## src/rtl/csamul_pipe.sv

```systemverilog
`timescale 1ns/1ps
// Pipelined carry-save array multiplier: ROWS partial-product rows reduced per stage,
// per-transaction signed/unsigned mode, valid/ready streaming with a global stall.
module csamul_pipe #(
    parameter int N    = 4,
    parameter int ROWS = 1
) (
    input  logic           clk,
    input  logic           rst,
    input  logic           in_valid,
    output logic           in_ready,
    input  logic           in_signed,
    input  logic [N-1:0]   a,
    input  logic [N-1:0]   b,
    output logic           out_valid,
    input  logic           out_ready,
    output logic [2*N-1:0] out_p
);
    localparam int S = (N + ROWS - 1) / ROWS;
    localparam int W = 2 * N;

    logic         stall;
    logic [S:0]   vld;
    logic [W-1:0] s_r  [S:0];
    logic [W-1:0] c_r  [S:0];
    logic [W-1:0] ap_r [S-1:0];
    logic [W-1:0] am_r [S-1:0];
    logic [N-1:0] b_r  [S-1:0];
    logic [W-1:0] s_nx [S:1];
    logic [W-1:0] c_nx [S:1];
    logic [W-1:0] a_ext;
    logic [W-1:0] a_msb;
    logic [W-1:0] s_t;
    logic [W-1:0] c_t;
    logic [W-1:0] s_t2;
    logic [W-1:0] pp;
    logic [N-1:0] hi_sum;
    logic         cy;

    assign stall    = out_valid & ~out_ready;
    assign in_ready = ~stall;

    // In signed mode the multiplier MSB has negative weight, so its row uses -a.
    // Negating up front keeps every row zero below its own bit position, which is
    // what lets the low product bits settle one per row.
    always_comb begin
        a_ext = in_signed ? {{N{a[N-1]}}, a} : {{N{1'b0}}, a};
        a_msb = in_signed ? -a_ext : a_ext;
    end

    always_comb begin
        s_t  = '0;
        c_t  = '0;
        s_t2 = '0;
        pp   = '0;
        for (int j = 1; j <= S; j++) begin
            s_t = s_r[j-1];
            c_t = c_r[j-1];
            for (int i = (j - 1) * ROWS; (i < j * ROWS) && (i < N); i++) begin
                pp   = b_r[j-1][i] ? (((i == N - 1) ? am_r[j-1] : ap_r[j-1]) << i) : '0;
                s_t2 = s_t ^ c_t ^ pp;
                c_t  = ((s_t & c_t) | (s_t & pp) | (c_t & pp)) << 1;
                s_t  = s_t2;
            end
            s_nx[j] = s_t;
            c_nx[j] = c_t;
        end
    end

    // Carry vector is zero in the low N bits after the last row; only the top half needs adding.
    always_comb begin
        hi_sum = '0;
        cy     = 1'b0;
        for (int i = 0; i < N; i++) begin
            hi_sum[i] = s_r[S][N+i] ^ c_r[S][N+i] ^ cy;
            cy        = (s_r[S][N+i] & c_r[S][N+i]) | (cy & (s_r[S][N+i] ^ c_r[S][N+i]));
        end
    end

    always_ff @(posedge clk or posedge rst) begin
        if (rst) begin
            vld       <= '0;
            out_valid <= 1'b0;
            out_p     <= '0;
            for (int j = 0; j <= S; j++) begin
                s_r[j] <= '0;
                c_r[j] <= '0;
            end
            for (int j = 0; j < S; j++) begin
                ap_r[j] <= '0;
                am_r[j] <= '0;
                b_r[j]  <= '0;
            end
        end else if (!stall) begin
            vld     <= {vld[S-1:0], in_valid};
            s_r[0]  <= '0;
            c_r[0]  <= '0;
            ap_r[0] <= a_ext;
            am_r[0] <= a_msb;
            b_r[0]  <= b;
            for (int j = 1; j < S; j++) begin
                ap_r[j] <= ap_r[j-1];
                am_r[j] <= am_r[j-1];
                b_r[j]  <= b_r[j-1];
            end
            for (int j = 1; j <= S; j++) begin
                s_r[j] <= s_nx[j];
                c_r[j] <= c_nx[j];
            end
            out_valid <= vld[S];
            if (vld[S]) begin
                out_p <= {hi_sum, s_r[S][N-1:0]};
            end
        end
    end
endmodule

```

## config.mk

```make
export PLATFORM = sky130hd
export DESIGN_NAME = csamul_pipe
export DESIGN_NICKNAME = d
export VERILOG_FILES = /design/src/rtl/csamul_pipe.sv
export SDC_FILE = /design/constraint.sdc
export NUM_CORES = 1
export LEC_CHECK = 0
export CORE_MARGIN = 4
export CORE_UTILIZATION = 53
export DETAILED_ROUTE_END_ITERATION = 7
export PLACE_DENSITY = 0.75
export SYNTH_ARGS = -nofsm -noshare
export SYNTH_HDL_FRONTEND = slang
export SYNTH_SLANG_ARGS = --single-unit
export TNS_END_PERCENT = 50
```

## constraint.sdc

```tcl
create_clock -name clk -period 3 [get_ports clk]
set_input_delay 0.3 -clock clk [delete_from_list [all_inputs] [get_ports clk]]
set_output_delay 0.3 -clock clk [all_outputs]
set_load 0.02 [all_outputs]
```

After elaboration in Yosys (flattened, before gate mapping)
Cells that the tools add are included.
- multiplexer cells: 6
- reduce and logical (&&, ||, !) cells: 1
- bitwise logic cells: 33
- $add $sub $neg: 1
- operator list (operator ; number):
    7-bit bitwise AND ; 7
    8-bit 2-to-1 mux ; 5
    8-bit XOR ; 5
    7-bit OR ; 4
    1-bit XOR ; 7
    1-bit bitwise AND ; 6
    5-bit 2-to-1 mux ; 1
    5-bit negation ; 1
    1-bit NOT ; 2
    1-bit OR ; 2
    2-bit AND reduction ; 1
- input bits: 13
- flip-flop bits (word level): 124
- logic and storage cells: 62
- output and inout bits: 10

Logic depth before layout (Yosys ltp)
Gate-level depths: netlist of the first run.
- depth in word-level cells: 6
- depth in mapped cells: 6
- mapped depth without buffers: 6

Worst setup path after synthesis of the first run
Ideal clock, no wire load.
- path type: reg2reg
- from: register s_r[36] (netlist bit)
- to: register out_p[7]
- data required time: 2875 ps
- setup slack: 1068 ps
- cell stages (with the launch flop): 7
- arrival time: 1808 ps
- period minus slack after synthesis: 1932 ps
- library setup time: 125 ps
- buffers on the path: 0
- cells stage by stage: dfrtp_1 ha_1 fa_1 fa_1 xnor2_1 xnor2_1 mux2_2
- longest elaborated chain between the ends: 6
- ends and longest elaborated chain (what ; RTL line ; RTL):
    from (decl) ; 24 ; logic [W-1:0] s_r [S:0];
    from (signal, indexed assignment) ; 107 ; s_r[j] <= s_nx[j];
    1-bit bitwise AND (2 in a row) ; 76 ; cy = (s_r[S][N+i] & c_r[S][N+i]) | (cy & (s_r[S][N+i] ^ c_r[S][N+i]));
    1-bit OR ; 76 ;
    1-bit bitwise AND ; 76 ;
    1-bit OR ; 76 ;
    1-bit XOR ; 75 ; hi_sum[i] = s_r[S][N+i] ^ c_r[S][N+i] ^ cy;
    to (signal assigned) ; 112 ; out_p <= {hi_sum, s_r[S][N-1:0]};
    to (decl) ; 17 ; output logic [2*N-1:0] out_p
No other way between the ends.
A chain may end at the register's enable or synchronous reset.

Worst setup path after layout of the first run
- from: input port out_ready
- to: output port in_ready
- longest elaborated chain between the ends: 3
- ends and longest elaborated chain (what ; RTL line ; RTL):
    from (decl) ; 16 ; input logic out_ready,
    1-bit NOT ; 40 ; assign stall = out_valid & ~out_ready;
    1-bit bitwise AND ; 40 ;
    1-bit NOT (no line) ; - ;
    to (decl) ; 11 ; output logic in_ready,
No other way between the ends.

==> results of run 1 <==
==> synthesized netlist by cell type, drive strengths merged <==
master,n,share of area (%)
nand2,180,17
dfrtp,96,59
inv,21,1.9
a21oi,19,2.3
buf,19,2.9
nor2,19,1.7
o21ai,14,1.7
fa,11,5.4
mux2,8,2.2
ha,7,2.1
nand3,6,0.74
and2,5,0.77
xnor2,5,1.1
nand2b,2,0.31
nor2b,2,0.49
mux2i,1,0.25
nand4b,1,0.21
o31ai,1,0.18
xor2,1,0.21
==> layer usage <==
metal | vias up | track usage, % | part of all wire, %
li1 | 1326 | - | -
met1 | 1249 | 22.18 | 48
met2 | 36 | 26.58 | 48
met3 | 4 | 3.909 | 3.4
met4 | 0 | 6.043 | 0.73
met5 | - | 0 | 0
==> metrics by stage <==
step | worst slack (ns) | hold slack (ns) | total power (uW) | std cells
detailed placement | 0.9649 | 0.4523 | 3614 | 525
floorplan | 0.1946 | 0.4125 | 3214 | 418
global route | 0.8707 | 0.3459 | 5061 | 541
CTS | 0.9511 | 0.3046 | 4725 | 541
global placement | 0.9880 | 0.4454 | 3538 | 525
finish | 0.9813 | 0.2922 | 4666 | 541
==> cell families after synthesis <==
family          Yosys count  synth area share, %
xor+xnor                  6                1.287
fa+ha+maj                18                7.539
simple gates            215                20.87
flops                    96                58.84
compound gates           34                4.229
mux                       9                2.452
buf+inv                  40                4.781
==> registers in the layout, summed over array words and instances, names as in the netlist <==
| register | flops |
|---|---|
| s_r | 26 |
| c_r | 14 |
| vld | 5 |
| out_valid | 1 |
| am_r | 18 |
| b_r | 10 |
| out_p | 8 |
| ap_r | 14 |
==> layout make-up <==
| class | count | area [um^2] |
|---|---|---|
| fillers | 651 | 2738 |
| clock inverters | 5 | 127.6 |
| well taps | 99 | 123.9 |
| repair buffers | 27 | 270.3 |
| clock buffers | 11 | 141.4 |
| flip-flops and latches | 96 | 2402 |
| inverters | 21 | 81.33 |
| multi-input cells | 282 | 1485 |
==> power by group through the flow <==
| stage | clock (uW) | combinational, uW | sequential, uW |
|---|---|---|---|
| floorplan | 0 | 1050 | 2170 |
| global placement | 0 | 1390 | 2150 |
| detailed placement | 0 | 1440 | 2170 |
| CTS | 1120 | 1450 | 2150 |
| global route | 1170 | 1670 | 2220 |
| finish | 1100 | 1430 | 2140 |
==> worst paths after layout <==
kind	endpoint	slack, ns
setup / recovery	in_ready	0.98
hold / removal	c_r[30]	0.29
setup reg to reg	out_p[7]	1.00
hold reg to reg	s_r[33]	0.47
max in group asynchronous	am_r[25]	2.06
min in group clk	s_r[33]	0.47
==> worst max-delay path, stage by stage <==
cell             delay [ns]
clkdlybuf4s50_1        0.45
nor2b_4                0.14
clkinv_2               0.22
clkdlybuf4s50_1        0.61
==> results by group, run 1 <==
STA
  • Pins over their slew limit: 0
  • Least-Margin Pin Slew: 0.6196 ns
  • Fin crit share: 67.29%
  • Max Fclk: 0.4954 GHz
  • Final setup TNS: 0 ns
  • Setup violations, final: 0
  • Hold Fails Final Rpt: 0
  • Clk_skew: 0.005162 ns
  • RSZ-0062 raised after global routing: false
  • Final worst path period need: 2.019 ns
  • Worst relative slew slack: 58.69%

Power and ir drop
  • Sequential Power Share: 45.9%
  • Comb power frac: 30.5%
  • Switch Pwr: 1554 uW
  • Pleak: 0.002290 uW
  • Clk pwr share: 23.6%
  • Internal: 3112 uW
  • Sw Share: 33.31%
  • Peak supply drop: 0.3770 mV
  • Cell Pwr Density: 1007 mW/mm^2

Min path
  • Hold crit path type: in2async

Synth
  • Avg Cell Area, Syn: 9.767 um^2
  • Mapped Cells: 418
  • Netlist cell types: 25
  • Syn Nets: 449
  • Synth Cell Area: 0.004083 mm^2
  • #FFs+latches synth: 96
  • Post-synthesis sequential area ratio: 58.84%
  • Synth Warn #: 0

Routing
  • 1st-iter DRT viols: 115
  • Routed len/inst: 12.21 um
  • Final WL: 6607 um
  • Drt drc: 0
  • Drt first pass iters: 4
  • Routed vias: 2615
  • Antenna-violating nets left: 0
  • Vias per cell: 4.834

Global route
  • Vias in the first global route: 2630
  • Overall global routing resource usage: 16.58%
  • GR Overflow Total: 0
  • Global-route wire length before repair: 11750 um
  • Initial antenna violation count: 0
  • Largest net degree at the start of global routing: 65

Outcome
  • Outcome: finished clean

Die
  • Die Y: 95.77 um
  • Die Wd: 95.77 um
  • Die area: 0.009171 mm^2
  • Area of the core: 0.007370 mm^2
  • Std cell rows: 31
  • I/O pins: 23
  • Initial Util: 55.40%

Placement
  • Port Buf Inserts: 22
  • GPL Wtd Cong: 0.7398
  • Post-Place Cell Area: 0.004363 mm^2
  • Hpwl dp: 4225 um

Final layout
  • Share of layout cells above drive strength 1: 7.240%
  • Synth-to-layout area growth: 13.45%
  • Nets: 468
  • Final core occ: 62.85%
  • Diode count: 0
  • Commonest non-fill, non-tap cell in the layout: nand2_1
  • Design area: 0.004632 mm^2
  • Most frequent cells in the layout: 179 x nand2_1, 96 x dfrtp_1, 22 x clkdlybuf4s50_1

CTS
  • Cts hold-fix bufs: 0
  • Htree depth: 3
  • CTS clk-pin slew, worst paths: 0.09 ns
  • Root buffer cell: clkbuf_8
  • CTS Buf Count: 9
  • Clk_lat worst skew: 0.35 ns
  • Max clock buf depth: 2
  • Post_cts resized: 0
  • CTS tree: built
  • CTS Sinks: 96
  • Setup Buffers After CTS: 0

Setup path
  • Worst path required time: 2.70 ns
  • CP Max Fanout: 16
  • Arrival time at the worst endpoint: 1.72 ns
  • Crit path from: out_ready
  • WS Path Type: in2out
  • Worst Setup End Kind: output port
  • Crit start category: input pin
  • Worst r2r src: s_r[36]
  • Cells on worst reg2reg path: 6

Flow run
  • Max-Cap Viols: 0
(Power assumes the default switching activity.)
==> inputs of run 2 (changes only) <==
--- a/config.mk
+++ b/config.mk
@@ -6,9 +6,9 @@
 export NUM_CORES = 1
 export LEC_CHECK = 0
 export CORE_MARGIN = 4
-export CORE_UTILIZATION = 53
+export CORE_UTILIZATION = 59
 export DETAILED_ROUTE_END_ITERATION = 7
-export PLACE_DENSITY = 0.75
+export PLACE_DENSITY = 0.79
 export SYNTH_ARGS = -nofsm -noshare
 export SYNTH_HDL_FRONTEND = slang
 export SYNTH_SLANG_ARGS = --single-unit
==> constraint.sdc (replaced) <==
create_clock -name clk -period 2.1 [get_ports clk]
set_input_delay 0.21 -clock clk [delete_from_list [all_inputs] [get_ports clk]]
set_output_delay 0.21 -clock clk [all_outputs]
set_load 0.02 [all_outputs]
==> run 2 against run 1 <==
Effect of this change:
- critical path depth up 2
- sequential power up 43%
- die area fell by 9.3%
- sequential cell count is the same
- clock power is 8% higher
- first-iteration DRC count grew 18%
- worst hold slack improved by 0.020 ns
- highest routed layer unchanged
==> results by group, run 2 (same netlist as run 1, synthesis figures left out) <==
Power and ir drop
  • Sequential Power Share: 48.6% (+2.7 points)
  • Switch Pwr: 2239 uW (+44%)
  • Comb power frac: 32.6% (+2.1 points)
  • Clk pwr share: 18.9% (-4.7 points)
  • Peak supply drop: 0.4850 mV (+29%)
  • Cell Pwr Density: 1389 mW/mm^2 (+38%)
  • Sw Share: 35.43% (+2.1 points)
  • Internal: 4079 uW (+31%)
  • Pleak: 0.002249 uW (-1.8%)

Final layout
  • Nets: 469 (+0.21%)
  • Largest reg by FF count: s_r
  • Synth-to-layout area growth: 11.43%
  • Top Registers: s_r (26), am_r (18)
  • Final core occ: 67.33% (+4.5 points)
  • Fill cells: 554 (-15%)
  • Share of layout cells above drive strength 1: 7.675% (+0.44 points)
  • Commonest non-fill, non-tap cell in the layout: nand2_1
  • Most frequent cells in the layout: 179 x nand2_1, 96 x dfrtp_1, 22 x clkdlybuf4s50_1
  • Max reg flops: 26 (unchanged)
  • Diode count: 0 (unchanged)

Routing
  • Final WL: 6389 um (-3.3%)
  • Drt first pass iters: 4 (unchanged)
  • Routed len/inst: 12.22 um (about the same)
  • Antenna-violating nets left: 0 (unchanged)
  • 1st-iter DRT viols: 136 (+18%)
  • Drt drc: 0 (unchanged)
  • Routed vias: 2645 (+1.1%)
  • Vias per cell: 5.057 (+4.6%)

STA
  • Hold Fails Final Rpt: 0 (unchanged)
  • Final setup TNS: 0 ns (unchanged)
  • Pins over their slew limit: 0 (unchanged)
  • Worst relative slew slack: 59.27% (+0.58 points)
  • Clk_skew: 0.009194 ns (+0.004032 ns)
  • RSZ-0062 raised after global routing: false
  • Setup violations, final: 0 (unchanged)
  • Max Fclk: 0.5034 GHz
  • Final worst path period need: 1.987 ns
  • Least-Margin Pin Slew: 0.6109 ns (-0.008682 ns)
  • Fin crit share: 94.60%

CTS
  • Root buffer cell: clkbuf_8
  • CTS Sinks: 96 (unchanged)
  • Clk_lat worst skew: 0.36 ns (about the same)
  • CTS Buf Count: 9 (unchanged)
  • Htree depth: 3 (unchanged)
  • Cts hold-fix bufs: 0 (unchanged)
  • CTS tree: built
  • Max clock buf depth: 2 (unchanged)
  • CTS clk-pin slew, worst paths: 0.09 ns (about the same)

Setup path
  • WS Path Type: reg2reg
  • Crit-path slowest cell: dfrtp_1
  • CP Max Fanout: 2 (-14)
  • Worst Setup End Kind: flop
  • Worst r2r src: s_r[36]
  • Crit start category: flop
  • Worst path required time: 2.35 ns (-0.35 ns)
  • Arrival time at the worst endpoint: 2.24 ns (+0.52 ns)
  • CP Cell Sequence: ha_1 -> fa_2 -> fa_1 -> xnor2_1 -> xnor2_1 -> mux2_2
  • Reg-to-reg endpoint: out_p[7]
  • CP dominant cell by count: xnor2_1
  • Cells on worst reg2reg path: 6 (unchanged)
  • Crit path largest cell delay: 0.39 ns (-0.22 ns)
  • R2R Setup Slk: 0.11 ns (-0.89 ns)

Global route
  • Vias in the first global route: 2481 (-5.7%)
  • Overall global routing resource usage: 17.21% (+0.63 points)
  • Global-route wire length before repair: 11250 um (-4.2%)
  • Largest net degree at the start of global routing: 97 (+49%)
  • Initial antenna violation count: 0 (unchanged)
  • GR Overflow Total: 0 (unchanged)

Die
  • Die Wd: 91.19 um (-4.8%)
  • Std cell rows: 30 (-3.2%)
  • Die Y: 91.19 um (-4.8%)
  • Initial Util: 60.43% (+5.0 points)
  • I/O pins: 23 (unchanged)
  • Area of the core: 0.006756 mm^2 (-8.3%)
  • Die area: 0.008315 mm^2 (-9.3%)

Outcome
  • Outcome: finished clean

Placement
  • GPL Wtd Cong: 0.7380 (-0.24%)
  • Hpwl dp: 4184 um (-0.97%)
  • Port Buf Inserts: 22 (unchanged)

Flow run
  • Max-Cap Viols: 0 (unchanged)

Min path
  • Hold crit path type: in2async
[run 2: changes by cell type in the layout (fill, tap and decap cells not counted), sizes merged]
cell	change
clkinv	+1
clkbuf	-1
clkinvlp	+3
buf	+1
bufinv	-3
[run 2: critical path: cells and delay by family (launching register included)]
family	cells	cell delay (ns)
xor gates and xnor gates	2	0.27
adders and majority gates	3	0.96
DFF	1	0.39
muxes	1	0.26
[run 2: layer usage]
metal	global-route usage, %	share of wire, %	up-vias
met3	4.308	3.7	11
met2	28.08	49	39
met5	0	0	-
met4	7.538	2.4	0
met1	21.89	45	1252
li1	-	-	1343
[run 2: power by group through the flow]
stage	combinational [uW]	sequential [uW]	clock (uW)
after global routing	2370	3180	1300
after floorplan	1500	3090	0
after CTS	2090	3080	1210
final	2060	3070	1190
after detailed placement	2080	3110	0
after global placement	1980	3070	0
[run 2: what timing repair did]
item / CTS / global route
setup endpoints to repair: 0 / 1
gates resized for setup: 0 / 1
setup buffers: 0 / 1
hold endpoints to repair: 0 / 0
[run 2: worst max-delay path by stage]
stage	cells past startpoint	slack (ns)	end	start
after floorplan	6	0.17	out_p[7]	s_r[36]
after global placement	6	0.12	out_p[7]	s_r[36]
after detailed placement	6	0.04	out_p[7]	s_r[36]
after CTS	6	0.03	out_p[7]	s_r[36]
after global routing	6	0.04	out_p[7]	s_r[36]
final	6	0.11	out_p[7]	s_r[36]
[run 2: layout make-up]
type	instances	area (um^2)	share of cell area, %
sequential	96	2402	52.81
multi-input combinational	282	1488	32.70
timing repair buffer	28	277.8	6.106
clock buffer	10	127.6	2.805
tap	80	100.1	2.200
inverter	21	83.83	1.843
clock inverter	6	70.07	1.540
[run 2: through the flow]
stage	instance area [um^2]	hold WS, ns	std cells	setup WS (ns)	total power [uW]
2_1_floorplan	4086	0.3225	418	0.1677	4593
3_3_place_gp	4342	0.4474	506	0.1243	5047
3_5_place_dp	4342	0.4537	506	0.04139	5186
4_1_cts	4539	0.3471	522	0.03275	6376
5_1_grt	4549	0.3513	523	0.04152	6847
6_report	4549	0.3121	523	0.1134	6318
